**config.mk**
```make
export PLATFORM = sky130hd
export DESIGN_NAME = cell_editor
export DESIGN_NICKNAME = d
export VERILOG_FILES = /design/src/rtl/life_pkg.sv /design/src/rtl/debouncer.sv /design/src/rtl/cell_editor.sv
export SDC_FILE = /design/constraint.sdc
export NUM_CORES = 1
export LEC_CHECK = 0
export BUFFER_PORTS_ARGS = -buffer_cell sky130_fd_sc_hd__buf_2
export CORE_ASPECT_RATIO = 0.6
export CORE_MARGIN = 4
export CORE_UTILIZATION = 40
export DETAILED_ROUTE_END_ITERATION = 6
export HOLD_SLACK_MARGIN = 0.06
export SLEW_MARGIN = 20
export SYNTH_ARGS = -nofsm -noshare
export SYNTH_HDL_FRONTEND = slang
export SYNTH_HIERARCHICAL = 1
export SYNTH_SLANG_ARGS = --single-unit
```
**constraint.sdc**
```tcl
create_clock -name clk_in -period 6 [get_ports clk_in]
set_input_delay 0.3 -clock clk_in [delete_from_list [all_inputs] [get_ports clk_in]]
set_output_delay 0.3 -clock clk_in [all_outputs]
set_load 0.01 [all_outputs]
```
**src/rtl/life_pkg.sv**
```systemverilog
// Shared definitions for the Life board editing path: button bit positions,
// toggle FSM states and default grid geometry.
package life_pkg;

  localparam int NUM_BTNS = 5;
  localparam int BTN_C    = 4;
  localparam int BTN_U    = 3;
  localparam int BTN_L    = 2;
  localparam int BTN_R    = 1;
  localparam int BTN_D    = 0;

  localparam int DEFAULT_LINE_WIDTH = 8;
  localparam int DEFAULT_ADDR_SIZE  = 3;
  localparam int CURSOR_X_W         = $clog2(DEFAULT_LINE_WIDTH);
  localparam int CURSOR_Y_W         = DEFAULT_ADDR_SIZE;

  typedef enum logic [1:0] {
    IDLE  = 2'd0,
    READ  = 2'd1,
    WAIT  = 2'd2,
    WRITE = 2'd3
  } editor_state_t;

endpackage

```
**src/rtl/debouncer.sv**
```systemverilog
// Single push-button conditioner: 2-FF synchroniser, stability counter and
// a one-cycle pulse on each accepted press (release produces nothing).
module debouncer #(
  parameter int DEBOUNCE_CYCLES = 1000000
) (
  input  logic clk_in,
  input  logic rst_n_in,
  input  logic raw_in,
  output logic level_out,
  output logic press_out
);

  localparam int CNT_W = $clog2(DEBOUNCE_CYCLES + 1);
  localparam logic [CNT_W-1:0] CNT_LAST = CNT_W'(DEBOUNCE_CYCLES - 1);

  logic [1:0]       sync_reg;
  logic [CNT_W-1:0] cnt_reg;
  logic             level_reg;
  logic             press_reg;

  always_ff @(posedge clk_in or negedge rst_n_in) begin
    if (!rst_n_in) begin
      sync_reg  <= '0;
      cnt_reg   <= '0;
      level_reg <= 1'b0;
      press_reg <= 1'b0;
    end else begin
      sync_reg  <= {sync_reg[0], raw_in};
      press_reg <= 1'b0;
      if (sync_reg[1] == level_reg) begin
        cnt_reg <= '0;
      end else if (cnt_reg == CNT_LAST) begin
        // Difference survived the whole window: accept the new level.
        cnt_reg   <= '0;
        level_reg <= sync_reg[1];
        press_reg <= sync_reg[1];
      end else begin
        cnt_reg <= cnt_reg + 1'b1;
      end
    end
  end

  assign level_out = level_reg;
  assign press_out = press_reg;

endmodule

```
**src/rtl/cell_editor.sv**
```systemverilog
// Button-driven edit cursor with a read-modify-write cell toggle on the
// double buffer's logic-side port.
module cell_editor
  import life_pkg::*;
#(
  parameter int LINE_WIDTH      = DEFAULT_LINE_WIDTH,
  parameter int ADDR_SIZE       = DEFAULT_ADDR_SIZE,
  parameter int DEBOUNCE_CYCLES = 1000000
) (
  input  logic                          clk_in,
  input  logic                          rst_n_in,
  input  logic [NUM_BTNS-1:0]           btn_in,
  input  logic                          edit_en_in,
  output logic [ADDR_SIZE-1:0]          addr_r_out,
  input  logic [LINE_WIDTH-1:0]         data_r_in,
  output logic [ADDR_SIZE-1:0]          addr_w_out,
  output logic [LINE_WIDTH-1:0]         data_w_out,
  output logic                          we_out,
  output logic [$clog2(LINE_WIDTH)-1:0] cursor_x_out,
  output logic [ADDR_SIZE-1:0]          cursor_y_out,
  output logic                          busy_out
);

  localparam int X_W = $clog2(LINE_WIDTH);
  localparam logic [X_W-1:0]       X_MAX = X_W'(LINE_WIDTH - 1);
  localparam logic [ADDR_SIZE-1:0] Y_MAX = '1;

  // Reset asserts asynchronously but is released on a clock edge.
  logic [1:0] rst_sync_reg;
  logic       rst_n;

  always_ff @(posedge clk_in or negedge rst_n_in) begin
    if (!rst_n_in) rst_sync_reg <= '0;
    else           rst_sync_reg <= {rst_sync_reg[0], 1'b1};
  end
  assign rst_n = rst_sync_reg[1];

  logic [NUM_BTNS-1:0] press;
  logic [NUM_BTNS-1:0] btn_level_unused;

  genvar gi;
  generate
    for (gi = 0; gi < NUM_BTNS; gi++) begin : g_btn
      debouncer #(.DEBOUNCE_CYCLES(DEBOUNCE_CYCLES)) u_debouncer (
        .clk_in   (clk_in),
        .rst_n_in (rst_n),
        .raw_in   (btn_in[gi]),
        .level_out(btn_level_unused[gi]),
        .press_out(press[gi])
      );
    end
  endgenerate

  logic [X_W-1:0]       x_reg;
  logic [ADDR_SIZE-1:0] y_reg;

  // Opposing presses in the same cycle cancel; orthogonal ones both apply.
  always_ff @(posedge clk_in or negedge rst_n) begin
    if (!rst_n) begin
      x_reg <= '0;
      y_reg <= '0;
    end else begin
      if (press[BTN_L] && !press[BTN_R])      x_reg <= (x_reg == '0)    ? X_MAX : x_reg - 1'b1;
      else if (press[BTN_R] && !press[BTN_L]) x_reg <= (x_reg == X_MAX) ? '0    : x_reg + 1'b1;
      if (press[BTN_U] && !press[BTN_D])      y_reg <= (y_reg == '0)    ? Y_MAX : y_reg - 1'b1;
      else if (press[BTN_D] && !press[BTN_U]) y_reg <= (y_reg == Y_MAX) ? '0    : y_reg + 1'b1;
    end
  end

  editor_state_t state_reg, state_next;

  always_ff @(posedge clk_in or negedge rst_n) begin
    if (!rst_n) state_reg <= IDLE;
    else        state_reg <= state_next;
  end

  always_comb begin
    state_next = state_reg;
    case (state_reg)
      IDLE:    if (press[BTN_C] && edit_en_in) state_next = READ;
      READ:    state_next = edit_en_in ? WAIT  : IDLE;
      WAIT:    state_next = edit_en_in ? WRITE : IDLE;
      WRITE:   state_next = IDLE;
      default: state_next = IDLE;
    endcase
  end

  logic [X_W-1:0]        tx_reg;
  logic [ADDR_SIZE-1:0]  ty_reg;
  logic [ADDR_SIZE-1:0]  addr_r_reg;
  logic [ADDR_SIZE-1:0]  addr_w_reg;
  logic [LINE_WIDTH-1:0] data_w_reg;
  logic                  we_reg;
  logic [LINE_WIDTH-1:0] bit_mask;

  assign bit_mask = LINE_WIDTH'(1) << tx_reg;

  // Target is latched on entry so cursor moves mid-toggle are harmless.
  always_ff @(posedge clk_in or negedge rst_n) begin
    if (!rst_n) begin
      tx_reg     <= '0;
      ty_reg     <= '0;
      addr_r_reg <= '0;
      addr_w_reg <= '0;
      data_w_reg <= '0;
      we_reg     <= 1'b0;
    end else begin
      we_reg <= (state_next == WRITE);
      if (state_reg == IDLE && state_next == READ) begin
        tx_reg     <= x_reg;
        ty_reg     <= y_reg;
        addr_r_reg <= y_reg;
      end
      if (state_reg == WAIT && state_next == WRITE) begin
        addr_w_reg <= ty_reg;
        data_w_reg <= data_r_in ^ bit_mask;
      end
    end
  end

  assign addr_r_out   = addr_r_reg;
  assign addr_w_out   = addr_w_reg;
  assign data_w_out   = data_w_reg;
  assign we_out       = we_reg;
  assign cursor_x_out = x_reg;
  assign cursor_y_out = y_reg;
  assign busy_out     = (state_reg != IDLE);

endmodule

```
== After elaboration in Yosys (flattened, before gate mapping) ==
Index checks and enable logic that the tools add are counted.

* Flip-flop bits (word level): 148
* Bits in latches: 0
* Memory bits (writable): 0
* ROM bits: 0
* Bits of input ports: 16
* Output and inout port bits: 22
* Logic and storage cells: 116
* Memories: 0

* Add/sub/neg operators: 9
* Multiply operators: 0
* Divide/modulo/power cells: 0
* $lt $le $gt $ge: 0
* Eq/ne operators: 17
* Shift operators: 1
* Muxes and demuxes: 32
* Bitwise logic cells: 6
* Reduce and logical (&&, ||, !) cells: 22

{| class="wikitable"
|+ Operator list
! operator !! number
|-
| two-way mux 20 bit || 10
|-
| adder 20 x 1 -> 20 bit (second input constant) || 5
|-
| == test 20 bit (second input constant) || 5
|-
| two-way mux 3 bit || 8
|-
| two-way mux 1 bit || 10
|-
| AND reduction 2 bit || 5
|-
| case mux 2 bit (4 select lines) || 1
|-
| << shifter 1 x 3 -> 8 bit (first input constant) || 1
|-
| XOR 8 bit || 1
|-
| logical AND 1 bit || 7
|-
| adder 3 x 1 -> 3 bit (second input constant) || 2
|-
| == test 2 bit (second input constant) || 3
|-
| == test 3 bit (second input constant) || 2
|-
| logical NOT 3 bit || 2
|-
| two-way mux 2 bit || 3
|-
| nonzero test 2 bit || 3
|-
| subtractor 3 x 1 -> 3 bit (second input constant) || 2
|-
| == test 1 bit || 5
|-
| NOT 1 bit || 5
|-
| == test 2 x 1 -> 1 bit (second input constant) || 2
|-
| logical NOT 1 bit || 4
|-
| logical NOT 2 bit || 1
|}

== Longest topological paths before layout ==
Gate-level depths: netlist (run 1).

* Depth after elaboration: 5
* Gate-level depth with buffers: 6
* Gate-level depth less buffers: 5

== Modules after synthesis ==
Netlist (run 1), hierarchy kept.

{| class="wikitable"
|+ By module, submodules not included
! module !! times used !! cells an instance !! area an instance (µm²) !! seq. area each (µm²)
|-
| debouncer || 5 || 116 || 1,136.1 || 600.6
|-
| cell_editor || 1 || 130 || 1,438.9 || 700.7
|}

== Worst setup path before layout (run 1) ==
Ideal clock, no wire load.

* Path kind: register -> register
* Start point: reg g_btn[0].u_debouncer.cnt_reg[0]
* End point: reg g_btn[0].u_debouncer.cnt_reg[18]
* Setup time: 0.078 ns
* Arrival time: 1.897 ns
* Data required time: 5.922 ns
* Path slack: 4.025 ns
* Stages on the path, launching flop included: 7
* Path buffers: 1
* Clock period less this slack: 1.975 ns
* Cells stage by stage: dfrtp_1 > ha_1 > nand2_1 > or4_1 > buf_2 > or4_1 > a21oi_1

* Cells in the longest elaborated chain, start to end: 3
* Elaborated cells on any way between the ends: 4
* Those cells by class: add/sub: 1; eq/ne: 1; mux: 2

{| class="wikitable"
|+ Ends and longest elaborated chain
! item !! line !! text
|-
| start, declared || debouncer.sv:17 || <nowiki>logic [CNT_W-1:0] cnt_reg;</nowiki>
|-
| start signal, assigned || debouncer.sv:38 || <nowiki>cnt_reg <= cnt_reg + 1'b1;</nowiki>
|-
| adder 20 x 1 -> 20 bit / == test 20 bit (equally long branches) || debouncer.sv:38, debouncer.sv:32 ||
|-
| two-way mux 20 bit * || debouncer.sv:32 || <nowiki>end else if (cnt_reg == CNT_LAST) begin</nowiki>
|-
| two-way mux 20 bit * || debouncer.sv:30 || <nowiki>if (sync_reg[1] == level_reg) begin</nowiki>
|}

Mark *: on every way between the ends. The rest lies on a longest branch, timed or not.
A chain may end at the register's enable or synchronous reset.

== Worst setup path after layout (run 1) ==
* Start point: reg g_btn[4].u_debouncer.cnt_reg[0]
* End point: reg g_btn[4].u_debouncer.cnt_reg[18]

* Cells in the longest elaborated chain, start to end: 3
* Elaborated cells on any way between the ends: 4
* Those cells by class: add/sub: 1; eq/ne: 1; mux: 2

{| class="wikitable"
|+ Ends and longest elaborated chain
! item !! line
|-
| start, declared || debouncer.sv:17
|-
| start signal, assigned || debouncer.sv:38
|-
| adder 20 x 1 -> 20 bit / == test 20 bit (equally long branches) || debouncer.sv:38, debouncer.sv:32
|-
| two-way mux 20 bit * || debouncer.sv:32
|-
| two-way mux 20 bit * || debouncer.sv:30
|}

Marks and branches as above.

==> results of run 1 <==
-- worst max-delay path, stage by stage, from the launching register on --
cell	delay [ns]
dfrtp_1	0.41
ha_1	0.25
nand2_1	0.11
or4_1	0.64
or4_1	0.51
a21oi_1	0.16
-- cell families after synthesis --
group / share of synthesized area [%]
and+or+nand+nor: 22.7
DFF: 52.0
AOI/OAI and AO/OA: 8.33
buffers and inverters: 3.87
xor gates and xnor gates: 7.87
adders and majority gates: 2.64
muxes: 2.53
other: 0.0527
-- metrics by stage --
| stage | setup WS, ns | total power, mW | std cells | hold WS (ns) | utilization (%) |
|---|---|---|---|---|---|
| after floorplan | 1.57 | 1.10 | 710 | 0.00441 | - |
| after global placement | 3.92 | 1.13 | 957 | 0.0857 | 43.5 |
| after detailed placement | 3.86 | 1.13 | 957 | 0.0931 | 43.5 |
| after CTS | 3.86 | 2.19 | 993 | 0.134 | 47.2 |
| after global routing | 3.70 | 2.25 | 993 | 0.151 | 47.3 |
| final | 3.84 | 2.16 | 993 | 0.164 | 47.3 |
-- timing repair --
item,in CTS,in global routing
hold endpoints to repair,7,0
hold buffers,6,0
endpoints found under the setup margin,0,0
resized for setup,0,0
-- final timing paths --
check | from | end | slack [ns]
max in group asynchronous | rst_sync_reg[1]$_DFF_PN0_ | g_btn[0].u_debouncer/sync_reg[1]$_DFF_PN0_ | 4.46
max reg2reg | g_btn[4].u_debouncer/cnt_reg[0]$_DFF_PN0_ | g_btn[4].u_debouncer/cnt_reg[18]$_DFF_PN0_ | 3.84
min | edit_en_in | state_reg[1]$_DFF_PN0_ | 0.16
min in group asynchronous | rst_n_in | rst_sync_reg[1]$_DFF_PN0_ | 0.20
min reg2reg | g_btn[2].u_debouncer/sync_reg[0]$_DFF_PN0_ | g_btn[2].u_debouncer/sync_reg[1]$_DFF_PN0_ | 0.35
max | g_btn[4].u_debouncer/cnt_reg[0]$_DFF_PN0_ | g_btn[4].u_debouncer/cnt_reg[18]$_DFF_PN0_ | 3.84
-- layer usage --
metal  part of all wire [%]  wire, microns  track usage [%]
met1                     54           7420             21.6
met5                      0              0                0
met4                   0.44             61             4.18
met2                     42           5800             20.7
met3                    3.9            535             3.13
-- cells in the mapped netlist, types with 3 or more instances --
cell      instances
a21oi_1          43
mux2_4            6
mux2_1            3
ha_1             15
nand2_1          32
buf_2            10
and3_2            5
nor3_1           11
xor2_1           30
and3_1            5
or4_1            25
nor2_1           81
mux2_2            5
nand4_1          15
or3_1            10
or3_2            15
xnor2_1          34
and3b_1           5
dfrtp_1         148
clkbuf_1         20
or2_2             5
and2_1            6
o21ai_0          30
o31ai_1          15
nor4_1           10
o21ai_1          11
nand3_1          41
nor2b_1           4
nor3b_2           3
nand3_2           5
inv_1            37
nand3b_1          4
nor4bb_1          6
-- cell type report --
cell class                      count  area share (%)
Clock buffer                       22            5.92
Multi-Input combinational cell    493            38.6
Inverter                           38            1.74
Sequential cell                   148            45.3
Tap cell                          234            3.58
Clock inverter                      8            1.25
Timing Repair Buffer               50            3.64
-- where the power goes --
| group | switching (mW) | total (mW) | internal (mW) |
|---|---|---|---|
| Combinational | 0.0454 | 0.0737 | 0.0283 |
| Clock | 0.388 | 1.04 | 0.652 |
| Sequential | 0.0240 | 1.04 | 1.02 |
| Total | 0.457 | 2.16 | 1.70 |
==> metrics.txt, run 1 <==
synth unique cells=44; max reg flops=100; R2R cell count=5; Core Area=17300 sq um; period utilization=36.0%; Min Clock Period, post-route=2.16 ns; final net count=779; Register Area=3710 sq um; CTS tree=yes; outcome=completed; TritonRoute pass-1 iters=5; ant diodes=0; endpoints failing hold=0; wire per inst=13.9 microns; GRT Total Usage=14.3%; Synth warnings=6; ys async rst share=100%; DIE WIDTH=180 microns; global route total overflow=0; Cells after Synth=710; Rel. slew slack=44.4%; worst hold path class=in -> reg; Setup violations, final=0; CTS Buf Count=17; area leader, netlist=dfrtp_1; multi-input logic area=3160 sq um; EDFF count, synth=0; # port buffers=37; die area=20100 sq um; row count=37; commonest non-fill, non-tap cell in the layout=dfrtp_1; commonest non-fill, non-tap cells in the layout=147 x dfrtp_1, 81 x nor2_1, 43 x a21oi_1, 41 x nand3_1; Sum Neg Setup Slack=0 ns; root buffer cell=clkbuf_16; htree depth=4; Leak=3.43 nW; Worst Hold Path Cells=2; post-synthesis sequential area ratio=52.0%; Avg Inst Size Synth=10.0 sq um; Detail Placement HPWL=9760 microns; drc violations=0; setup repair bufs after CTS=0; max-slew violation count=0; Via density=5.19; Setup Skew=0.0151 ns; Final ANT Viol Nets=0; CTS Sinks=148; Ports=38; Setup crit start kind=flop; initial antenna violation count=0; Max clock buf depth=2; routability cong.=0.815; worst-path fanout max=8; Yosys reg bits=148; Setup crit end kind=flop; Worst-Skew Late Latency=0.41 ns; top cell type's share of synthesized area=52.0%; Crit Path Class=reg -> reg; Tightest Pin Transition=0.831 ns; number of global-route vias before repair=4929; Area after DPL=7530 sq um; global-route wire length before repair=24100 microns; top_reg_cell synth=dfrtp_1; largest cells by area after synthesis=dfrtp_1 52%, nor2_1 4.3%, xnor2_1 4.2%; via count=5151; Pwr Density=264 nW/um^2; CP arrival=2.48 ns; fill count=1619; synthesized area=7120 sq um; fraction of layout cells with a size suffix above 1=15.8%; starting density of the core=41.1%; Routed WL=13800 microns; RSZ-0062 raised after global routing=false; maxcap violations=0; Clock transition at path regs=0.06 ns; First DRT Iteration DRCs=503; maximum vdd ir drop=0.192 mV; Synth-to-Final Area Change=14.9%; Post-Syn Nets=741; Req. time, crit path=6.32 ns; Die Ht=111 microns; FMAX=463 MHz; largest net degree at the start of global routing=58; Final Instance Area=8180 sq um
No activity file was read; power rests on OpenSTA's default activity.
==> inputs of run 2 (changes only) <==
clock period = 2 ns   (was 6 ns; I/O delays follow)
==> metrics.txt, run 2 (synthesis gave the netlist of run 1 again) <==
worst-path fanout max=8 (unchanged); Pwr Density=761 nW/um^2 (was 264 nW/um^2); Setup WS post-layout=0.0947 ns (was 3.84 ns); Die Ht=111 microns (unchanged); htree depth=4 (unchanged); die area=20100 sq um (unchanged); Crit Path Class=reg -> reg (unchanged); FMAX=525 MHz (was 463 MHz); fraction of layout cells with a size suffix above 1=20.7% (was 15.8%); Routed WL=14200 microns (was 13800 microns); final cell count without fillers=1037 (was 993); total power=6.53 mW (was 2.16 mW); CTS Buf Count=17 (unchanged); Min Clock Period, post-route=1.91 ns (was 2.16 ns); CP arrival=2.24 ns (was 2.48 ns); Max clock buf depth=2 (unchanged); Leak=3.65 nW (was 3.43 nW); row count=37 (unchanged); period utilization=95.3% (was 36.0%); CTS Sinks=148 (unchanged); Setup crit end kind=flop (unchanged); max-slew violation count=0 (unchanged); wire per inst=13.7 microns (was 13.9 microns); Final Instance Area=8580 sq um (was 8180 sq um); routability cong.=0.835 (was 0.815); maxcap violations=0 (unchanged); max reg flops=100 (unchanged); drc violations=0 (unchanged); ant diodes=0 (unchanged); worst hold path class=reg -> async (was in -> reg); number of global-route vias before repair=5214 (was 4929); Area after DPL=7780 sq um (was 7530 sq um); Detail Placement HPWL=10000 microns (was 9760 microns); root buffer cell=clkbuf_16 (unchanged); Worst-Skew Late Latency=0.41 ns (about the same); global route total overflow=0 (unchanged); commonest non-fill, non-tap cell in the layout=dfrtp_1 (unchanged); endpoints failing hold=0 (unchanged); Placed Cells=987 (was 957); via count=5354 (was 5151); TritonRoute pass-1 iters=4 (was 5); DP Worst Slack=-0.00758 ns (was 3.86 ns); r2r setup slk=0.09 ns (was 3.84 ns); Core Area=17300 sq um (unchanged); final net count=821 (was 779); initial antenna violation count=0 (unchanged); Setup crit start kind=flop (unchanged); # port buffers=37 (unchanged); Setup violations, final=0 (unchanged); Setup Skew=0.0109 ns (was 0.0151 ns); GRT Total Usage=14.6% (was 14.3%); largest net degree at the start of global routing=64 (was 58); Final ANT Viol Nets=0 (unchanged); CTS tree=yes (unchanged); commonest non-fill, non-tap cells in the layout=147 x dfrtp_1, 81 x nor2_1, 42 x a21oi_1, 41 x nand3_1 (was 147 x dfrtp_1, 81 x nor2_1, 43 x a21oi_1, 41 x nand3_1); maximum vdd ir drop=0.649 mV (was 0.192 mV); Via density=5.16 (was 5.19); Ports=38 (unchanged); Synth-to-Final Area Change=20.5% (was 14.9%); Core Util, Final=49.5% (was 47.3%); outcome=completed (unchanged); starting density of the core=41.1% (unchanged); DIE WIDTH=180 microns (unchanged); global-route wire length before repair=24800 microns (was 24100 microns); Req. time, crit path=2.33 ns (was 6.32 ns); Clock transition at path regs=0.06 ns (about the same); First DRT Iteration DRCs=264 (was 503)
-- run 2: cell types whose count changed in the layout (fill, tap and decap cells not counted), moves of 2 or more --
cell / change
inv_6: +5
or4_1: -10
or4_4: +10
buf_4: +30
dlygate4sd3_1: +10
buf_12: +2
clkinvlp_4: +2
-- run 2: layout make-up --
type / instances / area (sq um)
Clock buffer: 20 / 467
Clock inverter: 12 / 118
Fill cell: 1572 / 8740
Inverter: 38 / 143
Multi-Input combinational cell: 493 / 3190
Sequential cell: 148 / 3710
Tap cell: 234 / 293
Timing Repair Buffer: 92 / 663
-- run 2: through the flow --
stage | setup TNS [ns] | hold slack [ns]
floorplan | 0 | -0.196
finish | 0 | 0.223
CTS | 0 | 0.239
global route | -0.00152 | 0.260
detailed placement | -0.00758 | -0.111
global placement | 0 | -0.111
-- run 2: timing repair --
| item | in CTS | in global routing |
|---|---|---|
| gates cloned | 0 | 0 |
| setup endpoints to repair | 3 | 29 |
| hold endpoints to repair | 17 | 0 |
| resized for setup | 1 | 10 |
| pin swaps | 0 | 3 |
| setup buffers | 0 | 2 |
| hold buffers | 16 | 0 |
-- run 2: worst max-delay path, cell delays in order, from the launching register on --
cell and delay [ns]:
dfrtp_1 0.37, ha_1 0.17, nand2_1 0.09, or4_4 0.57, or4_1 0.48, a21oi_1 0.15
-- run 2: final timing paths --
check / startpoint / end / depth (start not counted)
max: g_btn[1].u_debouncer/cnt_reg[1]$_DFF_PN0_ / g_btn[1].u_debouncer/cnt_reg[18]$_DFF_PN0_ / 5
min: rst_sync_reg[1]$_DFF_PN0_ / g_btn[1].u_debouncer/cnt_reg[18]$_DFF_PN0_ / 0
max reg2reg: g_btn[1].u_debouncer/cnt_reg[1]$_DFF_PN0_ / g_btn[1].u_debouncer/cnt_reg[18]$_DFF_PN0_ / 5
min reg2reg: rst_sync_reg[1]$_DFF_PN0_ / g_btn[1].u_debouncer/cnt_reg[18]$_DFF_PN0_ / 0
max in group asynchronous: rst_sync_reg[1]$_DFF_PN0_ / g_btn[2].u_debouncer/cnt_reg[13]$_DFF_PN0_ / 1
min in group clk_in: btn_in[0] / g_btn[0].u_debouncer/sync_reg[0]$_DFF_PN0_ / 2
-- run 2: layer usage --
| metal | global-route usage (%) | up-vias | wire length (microns) |
|---|---|---|---|
| met4 | 4.03 | 0 | 101 |
| met1 | 21.5 | 2605 | 7400 |
| li1 | - | 2641 | - |
| met5 | 0 | - | 0 |
| met2 | 21.6 | 96 | 6120 |
| met3 | 3.43 | 12 | 570 |
-- run 2: power breakdown --
group / internal, mW / switching, mW
registers: 3.06 / 0.0464
logic: 0.135 / 0.171
clock network: 1.83 / 1.29
total: 5.02 / 1.51
